<file path="config.mk">
export PLATFORM = sky130hd
export DESIGN_NAME = periph_req2apb_bridge_flat
export DESIGN_NICKNAME = d
export VERILOG_FILES = /design/src/rtl/periph_req2apb_bridge_if.sv /design/src/rtl/periph_req2apb_bridge.sv /design/src/flat_wrapper.sv
export SDC_FILE = /design/constraint.sdc
export NUM_CORES = 1
export LEC_CHECK = 0
export CORE_ASPECT_RATIO = 0.75
export CORE_MARGIN = 2
export CORE_UTILIZATION = 40
export CTS_CLUSTER_SIZE = 20
export DETAILED_ROUTE_END_ITERATION = 8
export PLACE_DENSITY_LB_ADDON = 0.08
export SLEW_MARGIN = 20
export SYNTH_ARGS = -nofsm -noshare
export SYNTH_HDL_FRONTEND = slang
export SYNTH_SLANG_ARGS = --single-unit
</file>
<file path="constraint.sdc">
create_clock -name clk_i -period 2.1 [get_ports clk_i]
set_input_delay 0.315 -clock clk_i [delete_from_list [all_inputs] [get_ports clk_i]]
set_output_delay 0.315 -clock clk_i [all_outputs]
set_load 0.02 [all_outputs]
</file>
<file path="src/rtl/periph_req2apb_bridge_if.sv">
// periph_req2apb_bridge_if
// Bundles the upstream valid/ready request/response channels and the APB3
// master signals of the request-to-APB bridge.
//   slave  : bridge view (accepts requests, drives APB, returns responses)
//   master : environment view (issues requests, plays the APB slave)
// Signals:
//   req_valid_i/req_ready_o/req_addr_i/req_we_i/req_wdata_i : request channel
//   rsp_valid_o/rsp_ready_i/rsp_rdata_o/rsp_err_o           : response channel
//   paddr_o/pwdata_o/pwrite_o/psel_o/penable_o               : APB request
//   prdata_i/pready_i/pslverr_i                              : APB completion
interface periph_req2apb_bridge_if #(
    parameter int unsigned APB_ADDR_WIDTH = 32,
    parameter int unsigned APB_DATA_WIDTH = 32
) ();
    logic                      req_valid_i;
    logic                      req_ready_o;
    logic [APB_ADDR_WIDTH-1:0] req_addr_i;
    logic                      req_we_i;
    logic [APB_DATA_WIDTH-1:0] req_wdata_i;
    logic                      rsp_valid_o;
    logic                      rsp_ready_i;
    logic [APB_DATA_WIDTH-1:0] rsp_rdata_o;
    logic                      rsp_err_o;
    logic [APB_ADDR_WIDTH-1:0] paddr_o;
    logic [APB_DATA_WIDTH-1:0] pwdata_o;
    logic                      pwrite_o;
    logic                      psel_o;
    logic                      penable_o;
    logic [APB_DATA_WIDTH-1:0] prdata_i;
    logic                      pready_i;
    logic                      pslverr_i;

    modport slave (
        input  req_valid_i, req_addr_i, req_we_i, req_wdata_i, rsp_ready_i,
               prdata_i, pready_i, pslverr_i,
        output req_ready_o, rsp_valid_o, rsp_rdata_o, rsp_err_o,
               paddr_o, pwdata_o, pwrite_o, psel_o, penable_o
    );

    modport master (
        output req_valid_i, req_addr_i, req_we_i, req_wdata_i, rsp_ready_i,
               prdata_i, pready_i, pslverr_i,
        input  req_ready_o, rsp_valid_o, rsp_rdata_o, rsp_err_o,
               paddr_o, pwdata_o, pwrite_o, psel_o, penable_o
    );
endinterface

</file>
<file path="src/rtl/periph_req2apb_bridge.sv">
// periph_req2apb_bridge
// Turns one outstanding valid/ready request into a single APB3 transfer
// (SETUP then ACCESS) and returns read data / error on the response channel.
// Ports:
//   clk_i  : clock
//   rst_ni : asynchronous active-low reset
//   bus    : periph_req2apb_bridge_if.slave (request, response and APB signals)
// Optional feature: define APB_BRIDGE_TIMEOUT_EN to end an ACCESS phase with an
// error response after TIMEOUT_CYCLES wait cycles without pready_i.
module periph_req2apb_bridge #(
    parameter int unsigned APB_ADDR_WIDTH = 32,
    parameter int unsigned APB_DATA_WIDTH = 32,
    parameter int unsigned TIMEOUT_CYCLES = 255
) (
    input  logic                   clk_i,
    input  logic                   rst_ni,
    periph_req2apb_bridge_if.slave bus
);
    localparam int unsigned AW = APB_ADDR_WIDTH;
    localparam int unsigned DW = APB_DATA_WIDTH;

    typedef enum logic [1:0] {
        ST_IDLE   = 2'd0,
        ST_SETUP  = 2'd1,
        ST_ACCESS = 2'd2,
        ST_RESP   = 2'd3
    } state_e;

    state_e          state_q, state_d;
    logic [AW-1:0]   addr_q, addr_d;
    logic            we_q, we_d;
    logic [DW-1:0]   wdata_q, wdata_d;
    logic [DW-1:0]   rdata_q, rdata_d;
    logic            err_q, err_d;
    logic            req_ready_q;
    logic            rsp_valid_q;
    logic            psel_q;
    logic            penable_q;

`ifdef APB_BRIDGE_TIMEOUT_EN
    localparam int unsigned CNT_W = $clog2(TIMEOUT_CYCLES + 1);
    logic [CNT_W-1:0] cnt_q, cnt_d;
`else
    // Timeout limit has no effect in this build.
    logic unused_timeout;
    assign unused_timeout = ^32'(TIMEOUT_CYCLES);
`endif

    // Next-state and next-register values.
    always_comb begin
        state_d = state_q;
        addr_d  = addr_q;
        we_d    = we_q;
        wdata_d = wdata_q;
        rdata_d = rdata_q;
        err_d   = err_q;
`ifdef APB_BRIDGE_TIMEOUT_EN
        cnt_d   = cnt_q;
`endif
        case (state_q)
            ST_IDLE: begin
                // req_ready_q gates acceptance on the first cycle after reset.
                if (bus.req_valid_i && req_ready_q) begin
                    addr_d  = bus.req_addr_i;
                    we_d    = bus.req_we_i;
                    wdata_d = bus.req_we_i ? bus.req_wdata_i : '0;
                    state_d = ST_SETUP;
                end
            end
            ST_SETUP: begin
                state_d = ST_ACCESS;
`ifdef APB_BRIDGE_TIMEOUT_EN
                cnt_d   = '0;
`endif
            end
            ST_ACCESS: begin
                if (bus.pready_i) begin
                    rdata_d = we_q ? '0 : bus.prdata_i;
                    err_d   = bus.pslverr_i;
                    state_d = ST_RESP;
                end
`ifdef APB_BRIDGE_TIMEOUT_EN
                else if (cnt_q == CNT_W'(TIMEOUT_CYCLES)) begin
                    rdata_d = '0;
                    err_d   = 1'b1;
                    state_d = ST_RESP;
                end else begin
                    cnt_d = cnt_q + CNT_W'(1);
                end
`endif
            end
            ST_RESP: begin
                if (bus.rsp_ready_i) begin
                    state_d = ST_IDLE;
                end
            end
            default: state_d = ST_IDLE;
        endcase
    end

    // State and registered outputs; handshake/APB strobes follow the next state.
    always_ff @(posedge clk_i or negedge rst_ni) begin
        if (!rst_ni) begin
            state_q     <= ST_IDLE;
            addr_q      <= '0;
            we_q        <= 1'b0;
            wdata_q     <= '0;
            rdata_q     <= '0;
            err_q       <= 1'b0;
            req_ready_q <= 1'b0;
            rsp_valid_q <= 1'b0;
            psel_q      <= 1'b0;
            penable_q   <= 1'b0;
        end else begin
            state_q     <= state_d;
            addr_q      <= addr_d;
            we_q        <= we_d;
            wdata_q     <= wdata_d;
            rdata_q     <= rdata_d;
            err_q       <= err_d;
            req_ready_q <= (state_d == ST_IDLE);
            rsp_valid_q <= (state_d == ST_RESP);
            psel_q      <= (state_d == ST_SETUP) || (state_d == ST_ACCESS);
            penable_q   <= (state_d == ST_ACCESS);
        end
    end

`ifdef APB_BRIDGE_TIMEOUT_EN
    // ACCESS-phase wait counter.
    always_ff @(posedge clk_i or negedge rst_ni) begin
        if (!rst_ni) begin
            cnt_q <= '0;
        end else begin
            cnt_q <= cnt_d;
        end
    end
`endif

    assign bus.req_ready_o = req_ready_q;
    assign bus.rsp_valid_o = rsp_valid_q;
    assign bus.rsp_rdata_o = rdata_q;
    assign bus.rsp_err_o   = err_q;
    assign bus.paddr_o     = addr_q;
    assign bus.pwdata_o    = wdata_q;
    assign bus.pwrite_o    = we_q;
    assign bus.psel_o      = psel_q;
    assign bus.penable_o   = penable_q;
endmodule

</file>
<file path="src/flat_wrapper.sv">
// flat-port wrapper written by rule: the top's interface ports become plain ports
module periph_req2apb_bridge_flat 
#(
    parameter int unsigned APB_ADDR_WIDTH = 32,
    parameter int unsigned APB_DATA_WIDTH = 32,
    parameter int unsigned TIMEOUT_CYCLES = 255
)
  (clk_i, rst_ni, bus_req_valid_i, bus_req_addr_i, bus_req_we_i, bus_req_wdata_i, bus_rsp_ready_i, bus_prdata_i, bus_pready_i, bus_pslverr_i, bus_req_ready_o, bus_rsp_valid_o, bus_rsp_rdata_o, bus_rsp_err_o, bus_paddr_o, bus_pwdata_o, bus_pwrite_o, bus_psel_o, bus_penable_o);
  periph_req2apb_bridge_if #(.APB_ADDR_WIDTH(APB_ADDR_WIDTH), .APB_DATA_WIDTH(APB_DATA_WIDTH)) bus_i ();
  input  logic clk_i;
  input  logic rst_ni;
  input wire logic [$bits(bus_i.req_valid_i)-1:0] bus_req_valid_i;
  input wire logic [$bits(bus_i.req_addr_i)-1:0] bus_req_addr_i;
  input wire logic [$bits(bus_i.req_we_i)-1:0] bus_req_we_i;
  input wire logic [$bits(bus_i.req_wdata_i)-1:0] bus_req_wdata_i;
  input wire logic [$bits(bus_i.rsp_ready_i)-1:0] bus_rsp_ready_i;
  input wire logic [$bits(bus_i.prdata_i)-1:0] bus_prdata_i;
  input wire logic [$bits(bus_i.pready_i)-1:0] bus_pready_i;
  input wire logic [$bits(bus_i.pslverr_i)-1:0] bus_pslverr_i;
  output wire logic [$bits(bus_i.req_ready_o)-1:0] bus_req_ready_o;
  output wire logic [$bits(bus_i.rsp_valid_o)-1:0] bus_rsp_valid_o;
  output wire logic [$bits(bus_i.rsp_rdata_o)-1:0] bus_rsp_rdata_o;
  output wire logic [$bits(bus_i.rsp_err_o)-1:0] bus_rsp_err_o;
  output wire logic [$bits(bus_i.paddr_o)-1:0] bus_paddr_o;
  output wire logic [$bits(bus_i.pwdata_o)-1:0] bus_pwdata_o;
  output wire logic [$bits(bus_i.pwrite_o)-1:0] bus_pwrite_o;
  output wire logic [$bits(bus_i.psel_o)-1:0] bus_psel_o;
  output wire logic [$bits(bus_i.penable_o)-1:0] bus_penable_o;
  assign bus_i.req_valid_i = bus_req_valid_i;
  assign bus_i.req_addr_i = bus_req_addr_i;
  assign bus_i.req_we_i = bus_req_we_i;
  assign bus_i.req_wdata_i = bus_req_wdata_i;
  assign bus_i.rsp_ready_i = bus_rsp_ready_i;
  assign bus_i.prdata_i = bus_prdata_i;
  assign bus_i.pready_i = bus_pready_i;
  assign bus_i.pslverr_i = bus_pslverr_i;
  assign bus_req_ready_o = bus_i.req_ready_o;
  assign bus_rsp_valid_o = bus_i.rsp_valid_o;
  assign bus_rsp_rdata_o = bus_i.rsp_rdata_o;
  assign bus_rsp_err_o = bus_i.rsp_err_o;
  assign bus_paddr_o = bus_i.paddr_o;
  assign bus_pwdata_o = bus_i.pwdata_o;
  assign bus_pwrite_o = bus_i.pwrite_o;
  assign bus_psel_o = bus_i.psel_o;
  assign bus_penable_o = bus_i.penable_o;
  periph_req2apb_bridge #(.APB_ADDR_WIDTH(APB_ADDR_WIDTH), .APB_DATA_WIDTH(APB_DATA_WIDTH), .TIMEOUT_CYCLES(TIMEOUT_CYCLES)) u_core (.clk_i(clk_i), .rst_ni(rst_ni), .bus(bus_i));
endmodule
</file>
==> results of run 1 <==
[kinds of logic (layout without fill, tap and decap cells)]
group                      count (synthesis)  after routing  synth area share
and+or+nand+nor                           67             67            0.0791
adders and majority gates                  3              3           0.00863
buffers and inverters                     52            267            0.0601
AOI/OAI and AO/OA                          5              5           0.00892
muxes                                     98             98             0.245
DFF                                      104            104             0.599
[cells in the final DEF, fill, tap and decap left out]
cell type / synthesis / layout
clkdlybuf4s50_1: 0 / 203
dfrtp_1: 104 / 104
inv_1: 33 / 33
mux2_1: 33 / 33
mux2_2: 33 / 33
nor2b_1: 32 / 32
nand2_1: 32 / 32
mux2i_1: 32 / 32
buf_4: 3 / 12
clkbuf_16: 0 / 9
ha_1: 3 / 3
clkbuf_8: 0 / 3
o21a_1: 2 / 2
clkinv_2: 0 / 2
buf_12: 0 / 2
and3b_1: 1 / 1
nor4bb_4: 0 / 1
a311oi_1: 1 / 1
nand3_1: 1 / 1
o21ai_0: 1 / 1
a311o_1: 1 / 1
inv_6: 0 / 1
clkinvlp_4: 0 / 1
dlygate4sd3_1: 0 / 1
[path summary, 6_finish.rpt]
check | start | end | slack (ns) | cells past startpoint
max reg2reg | u_core.state_q[0] | u_core.bus.pwdata_o[25] | 0.32 | 4
min in group asynchronous | rst_ni | u_core.bus.paddr_o[30] | 0.50 | 2
min reg2reg | u_core.bus.paddr_o[24] | u_core.bus.paddr_o[24] | 0.48 | 1
max | u_core.state_q[0] | u_core.bus.pwdata_o[25] | 0.32 | 4
max in group asynchronous | rst_ni | u_core.bus.paddr_o[9] | 0.87 | 3
min | u_core.bus.paddr_o[24] | u_core.bus.paddr_o[24] | 0.48 | 1
[flip-flops by register name, indices dropped and copies added (netlist names)]
signal and cells:
u_core.bus.paddr_o 32, u_core.bus.penable_o 1, u_core.bus.psel_o 1, u_core.bus.pwdata_o 32, u_core.bus.pwrite_o 1, u_core.bus.req_ready_o 1, u_core.bus.rsp_err_o 1, u_core.bus.rsp_rdata_o 32
u_core.bus.rsp_valid_o 1, u_core.state_q 2
[routing by layer]
| metal | GRT usage | vias up | routed length [um] |
|---|---|---|---|
| li1 | - | 1486 | - |
| met1 | 0.224 | 1541 | 4460 |
| met2 | 0.305 | 120 | 5090 |
| met3 | 0.0757 | 9 | 925 |
| met4 | 0.0637 | 0 | 141 |
| met5 | 0 | - | 0 |
[area by class of cell]
type / count / area share
flip-flops and latches: 104 / 0.379
repair buffers: 218 / 0.317
multi-input cells: 173 / 0.218
clock buffers: 12 / 0.0388
well taps: 136 / 0.0248
inverters: 33 / 0.0181
clock inverters: 4 / 0.00383
[worst reg2reg max path: stages, from the launching register on]
cell and delay [ns]:
dfrtp_1 0.48, nor4bb_4 0.41, buf_12 0.25, buf_4 0.31
mux2i_1 0.24
[cell usage after synthesis (3+ instances only)]
cell type	n
ha_1	3
nand2_1	32
nor2b_1	32
buf_6	7
mux2_1	33
buf_4	3
clkbuf_1	7
mux2_2	33
mux2i_1	32
inv_1	33
dfrtp_1	104
[power groups by stage]
stage	clock network (W)	logic, W	registers [W]
detailed placement	0	0.00490	0.00352
global placement	0	0.00482	0.00348
finish	0.00161	0.00485	0.00349
CTS	0.00168	0.00493	0.00350
global route	0.00176	0.00516	0.00362
floorplan	0	0.00122	0.00465
[stage by stage]
| stage | std cells | setup WS [ns] | hold WS, ns | area [sq um] | util |
|---|---|---|---|---|---|
| after floorplan | 329 | 0.471 | 0.0194 | 4350 | - |
| after global routing | 680 | 0.212 | 0.506 | 6860 | 0.656 |
| final | 680 | 0.322 | 0.483 | 6860 | 0.656 |
| after CTS | 680 | 0.306 | 0.490 | 6860 | 0.656 |
| after detailed placement | 663 | 0.102 | 0.341 | 6560 | 0.628 |
| after global placement | 663 | 0.224 | 0.327 | 6560 | 0.628 |
[what timing repair did]
item	CTS	global route
endpoints found under the setup margin	0	0
endpoints found under the hold margin	37	0
hold buffers	1	0
buffers inserted	0	0
==> impl_metrics.sql, run 1 <==
INSERT INTO impl_metrics (metric_group, metric, value, unit) VALUES
('grt', 'globalRouteOverflowTotal', '0', ''),
('power', 'net_switching', '0.00357', 'W'),
('power', 'p_comb_frac', '0.487', ''),
('floorplan', 'chipHeight', '94.3', 'um'),
('sta', 'period_share', '0.847', ''),
('cells_and_area', 'num-fill-cells', '821', ''),
('cts', 'ctsRootBufferMaster', 'clkbuf_16', ''),
('cts', 'tritoncts_num_sinks', '104', ''),
('cts', 'cts_htree_levels', '3', ''),
('critical_path', 'cp_data_arrival_time', '2.03', 'ns'),
('drt', 'route.final.wire_length', '10600', 'um'),
('synth', 'post_synth_inst_count', '329', ''),
('worst_hold_path', 'min_path_type', 'reg2reg', ''),
('power', 'totalPowerFinal', '0.00995', 'W'),
('synth', 'synth.yosys.seq_area_share', '0.599', ''),
('sta', 'period_needed', '1.78', 'ns'),
('critical_path', 'critPathKind', 'reg2reg', ''),
('critical_path', 'kind_of_end_point_of_the_critical_path', 'register', ''),
('sta', 'worst_slew_margin_rel', '0.648', ''),
('power', 'power_report.internal_total', '0.00638', 'W'),
('drt', 'via_count', '3156', ''),
('placement', 'placement.io_buffers', '204', ''),
('drt', 'detail_route.first_pass.iterations', '4', ''),
('cells_and_area', 'multiInputGateArea', '0.00150', 'sq mm'),
('drt', 'post_drt_via_cell_ratio', '4.64', ''),
('drt', 'drt.antenna.violating_nets', '0', ''),
('synth', 'post_synth_instance_area', '0.00435', 'sq mm'),
('power', 'total_power_density_per_cell_area', '1450', 'mW/mm^2'),
('critical_path', 'cp_cell_sequence', 'nor4bb_4, buf_12, buf_4, mux2i_1', ''),
('floorplan', 'dieArea', '0.0117', 'sq mm'),
('synth', 'synth.ff_latch_count', '104', ''),
('job', 'maxCapViolCount', '0', ''),
('cells_and_area', 'fin_nets', '645', ''),
('critical_path', 'critical-path-max-stage-delay', '0.48', 'ns'),
('power', 'power_frac_clock', '0.162', ''),
('sta', 'clock_skew', '0.00422', 'ns'),
('cts', 'clkSlewWorstSetupHoldPaths', '0.07', 'ns'),
('power', 'leakage_power_summed_over_all_cells', '2.98', 'nW'),
('synth', 'synth_warnings', '0', ''),
('cts', 'cts_made_buffers', '9', ''),
('sta', 'fmax', '562', 'MHz'),
('critical_path', 'timing.critical_path.max_delay_family', 'buffers and inverters', ''),
('synth', 'postSynthAreaPerCell', '13.2', 'sq um'),
('synth', 'synth_enable_flop_cells', '0', ''),
('synth', 'syn_nets', '435', ''),
('floorplan', 'floorplan.initialDensity', '0.416', ''),
('drt', 'drcViolationCount', '0', ''),
('critical_path', 'required', '2.36', 'ns'),
('critical_path', 'path_max_fanout', '29', ''),
('floorplan', 'floorplan.rows', '32', ''),
('grt', 'grt_start_max_net_pins', '42', ''),
('placement', 'finalWeightedCongestion', '0.738', ''),
('floorplan', 'die_w', '124', 'um'),
('power', 'max-vdd-ir-drop', '0.688', 'mV'),
('grt', 'grt_usage', '0.186', ''),
('run_status', 'status', 'finished clean', ''),
('cells_and_area', 'drive_above_1_share', '0.118', ''),
('synth', 'synth_cell_type_count', '19', ''),
('grt', 'grt_first_pass_wirelength', '17000', 'um'),
('sta', 'worst-slew-pin-transition', '0.528', 'ns'),
('synth', 'yosysTopAreaCell', 'dfrtp_1', ''),
('sta', 'unrepaired_setup_endpoints_after_global_routing', 'no', ''),
('critical_path', 'cp-start-kind', 'register', ''),
('sta', 'fin_setup_tns', '0', 'ns'),
('floorplan', 'core-area', '0.0105', 'sq mm'),
('cells_and_area', 'syn2layout_area_growth', '57.8', '%'),
('sta', 'setup_viol', '0', ''),
('grt', 'grt_pass1_vias', '3340', ''),
('cells_and_area', 'insertedDiodeCount', '0', ''),
('cts', 'ctsLongestPathBuffers', '2', ''),
('power', 'seq_power_share', '0.350', '');
(Power assumes the default switching activity.)
==> inputs of run 2 (changes only) <==
- CORE_UTILIZATION: 40 -> 37
- clock period: 2.1 -> 1.47 ns (I/O delays scaled with it)
==> run 2 against run 1 <==
The flow now finishes with violations (negative setup slack). Global-route usage is 0.38 points higher. Wire length is 11% higher. Sequential share of layout area is 2.0 points lower. Sequential power is 41% higher. Critical endpoint is now u_core.bus.psel_o. Highest routed layer unchanged.
==> impl_metrics.sql, run 2 (synthesized netlist as in run 1, its figures left out) <==
INSERT INTO impl_metrics (metric_group, metric, value, unit) VALUES
('grt', 'grt_start_max_net_pins', '45', ''),
('power', 'total_power_density_per_cell_area', '1950', 'mW/mm^2'),
('floorplan', 'num_io_pins', '205', ''),
('drt', 'drt.antenna.violating_nets', '0', ''),
('critical_path', 'path_max_fanout', '6', ''),
('placement', 'placement.io_buffers', '204', ''),
('sta', 'report.final.hold_viol_count', '0', ''),
('grt', 'grt_first_pass_wirelength', '18600', 'um'),
('power', 'max-vdd-ir-drop', '0.842', 'mV'),
('critical_path', 'critPathKind', 'reg2reg', ''),
('drt', 'drcViolationCount', '0', ''),
('critical_path', 'kind_of_end_point_of_the_critical_path', 'register', ''),
('cells_and_area', 'layout.area.seq', '0.00260', 'sq mm'),
('power', 'net_switching', '0.00527', 'W'),
('critical_path', 'cp_cell_sequence', 'buf_6, and3b_2, a311o_1, ha_4', ''),
('drt', 'via_count', '3242', ''),
('run_status', 'violations', 'negative setup slack', ''),
('floorplan', 'die_w', '129', 'um'),
('cells_and_area', 'multiInputGateArea', '0.00160', 'sq mm'),
('grt', 'globalRouteOverflowTotal', '0', ''),
('cts', 'cts_htree_levels', '3', ''),
('drt', 'detail_route.first_pass.iterations', '6', ''),
('critical_path', 'r2r_slack', '-0.13', 'ns'),
('floorplan', 'chipHeight', '97.9', 'um'),
('cells_and_area', 'fin_nets', '660', ''),
('job', 'maxCapViolCount', '0', ''),
('sta', 'clock_skew', '0.00563', 'ns'),
('critical_path', 'r2r_end', 'u_core.bus.psel_o', ''),
('placement', 'hpwl', '7730', 'um'),
('sta', 'finalWorstSetupSlack', '-0.130', 'ns'),
('drt', 'detail_route.iter0.violations', '145', ''),
('sta', 'period_needed', '1.60', 'ns'),
('cts', 'clkSlewWorstSetupHoldPaths', '0.07', 'ns'),
('power', 'totalPowerFinal', '0.0142', 'W'),
('critical_path', 'critical-path-max-stage-delay', '0.43', 'ns'),
('cts', 'ctsLongestPathBuffers', '2', ''),
('sta', 'unrepaired_setup_endpoints_after_global_routing', 'yes', ''),
('placement', 'finalWeightedCongestion', '0.741', ''),
('sta', 'worst_slew_margin_rel', '0.746', ''),
('grt', 'grt_pass1_vias', '3567', ''),
('critical_path', 'cp-start-kind', 'register', ''),
('sta', 'fin_setup_tns', '-5.76', 'ns'),
('critical_path', 'required', '1.76', 'ns'),
('floorplan', 'floorplan.rows', '34', ''),
('power', 'p_comb_frac', '0.468', ''),
('grt', 'initial_antenna_violation_count', '0', ''),
('drt', 'route.final.wire_length', '11800', 'um'),
('critical_path', 'cp_data_arrival_time', '1.89', 'ns'),
('drt', 'drt-wirelength-per-cell', '16.4', 'um'),
('cells_and_area', 'insertedDiodeCount', '0', ''),
('worst_hold_path', 'min_path_type', 'in2async', ''),
('cells_and_area', 'num-fill-cells', '957', ''),
('critical_path', 'crit_path_top_delay_cell', 'dfrtp_1', ''),
('sta', 'setup_viol', '82', ''),
('sta', 'period_share', '1.09', ''),
('power', 'leakage_power_summed_over_all_cells', '3.40', 'nW'),
('cells_and_area', 'drive_above_1_share', '0.181', ''),
('power', 'power_report.internal_total', '0.00888', 'W'),
('power', 'seq_power_share', '0.348', ''),
('critical_path', 'ff2ff_path_depth', '4', ''),
('critical_path', 'worstReg2RegStart', 'u_core.state_q[1]', ''),
('cells_and_area', 'final_common_cell', 'dfrtp_1', ''),
('floorplan', 'core-area', '0.0115', 'sq mm'),
('cts', 'cts_made_buffers', '9', ''),
('run_status', 'status', 'complete, but fails checks', ''),
('cells_and_area', 'most-common-layout-cells', 'dfrtp_1, dlygate4sd2_1, clkdlybuf4s50_1', ''),
('sta', 'worst-slew-pin-transition', '0.380', 'ns'),
('sta', 'drv_slew', '0', ''),
('cts', 'cts_tree', 'yes', ''),
('cells_and_area', 'syn2layout_area_growth', '66.6', '%'),
('power', 'power_frac_clock', '0.184', ''),
('floorplan', 'dieArea', '0.0126', 'sq mm'),
('sta', 'fmax', '625', 'MHz'),
('cts', 'clock_network_latency_to_the_later_pin_of_the_worst_skew_pair', '0.34', 'ns'),
('power', 'swShare', '0.372', ''),
('drt', 'post_drt_via_cell_ratio', '4.50', ''),
('grt', 'grt_usage', '0.190', ''),
('cts', 'tritoncts_num_sinks', '104', ''),
('cts', 'ctsRootBufferMaster', 'clkbuf_16', ''),
('floorplan', 'floorplan.initialDensity', '0.377', '');
[run 2: cell count changes in the layout (fill, tap and decap cells not counted), sizes merged]
cell           change
bufinv             +2
buf               +10
clkinvlp           +1
inv                -1
clkbuf             +4
clkinv             -1
dlygate4sd2      +102
clkdlybuf4s50    -102
[run 2: worst max-delay path, delay by kind of cell, from the launching register on]
kind	cells	cell delay, ns
flip-flops	1	0.43
adder cells (fa/ha/maj)	1	0.28
AND/OR/NAND/NOR	1	0.30
buffers and inverters	1	0.13
AO/OA/AOI/OAI	1	0.41
[run 2: what timing repair did]
| item | 4_1_cts | 5_1_grt |
|---|---|---|
| setup endpoints to repair | 200 | 102 |
| gates resized for setup | 126 | 8 |
| cloned | 3 | 5 |
| pin swaps | 3 | 2 |
| hold endpoints to repair | 23 | 0 |
| hold buffers | 1 | 0 |
| buffers inserted | 6 | 4 |
[run 2: through the flow]
| step | setup WS, ns | area [sq um] | hold WS (ns) | utilization | cells |
|---|---|---|---|---|---|
| 2_1_floorplan | -0.0861 | 4360 | -0.0751 | - | 329 |
| 6_report | -0.130 | 7240 | 0.332 | 0.628 | 721 |
| 3_5_place_dp | -0.386 | 6630 | 0.171 | 0.575 | 687 |
| 5_1_grt | -0.183 | 7240 | 0.361 | 0.628 | 721 |
| 4_1_cts | -0.105 | 7090 | 0.340 | 0.615 | 713 |
| 3_3_place_gp | -0.373 | 6630 | 0.162 | 0.575 | 687 |
[run 2: worst max path at each step]
stage | start | end | slack [ns]
2_1_floorplan | u_core.bus.req_ready_o | u_core.bus.psel_o | -0.09
3_3_place_gp | bus_req_valid_i | u_core.bus.psel_o | -0.37
3_5_place_dp | bus_req_valid_i | u_core.bus.psel_o | -0.39
4_1_cts | u_core.state_q[0] | u_core.bus.pwdata_o[31] | -0.10
5_1_grt | u_core.state_q[0] | u_core.bus.paddr_o[8] | -0.18
6_report | u_core.state_q[1] | u_core.bus.psel_o | -0.13
[run 2: final cells by class]
| class | instances | area share |
|---|---|---|
| clock buffers | 11 | 0.0335 |
| clock inverters | 5 | 0.0111 |
| inverters | 33 | 0.0171 |
| multi-input cells | 173 | 0.220 |
| flip-flops and latches | 104 | 0.359 |
| well taps | 162 | 0.0280 |
| repair buffers | 233 | 0.331 |
[run 2: metal layers]
layer | global-route usage | vias to the layer above | routed length [um]
met2 | 0.295 | 107 | 5310
li1 | - | 1516 | -
met5 | 0 | - | 0
met4 | 0.0535 | 0 | 125
met1 | 0.249 | 1610 | 5470
met3 | 0.0701 | 9 | 905
[run 2: power by group through the flow]
stage	Clock, W	Combinational [W]	Sequential [W]
2_1_floorplan	0	0.00176	0.00665
3_3_place_gp	0	0.00696	0.00496
3_5_place_dp	0	0.00705	0.00501
4_1_cts	0.00267	0.00648	0.00494
5_1_grt	0.00279	0.00710	0.00513
6_report	0.00260	0.00662	0.00493
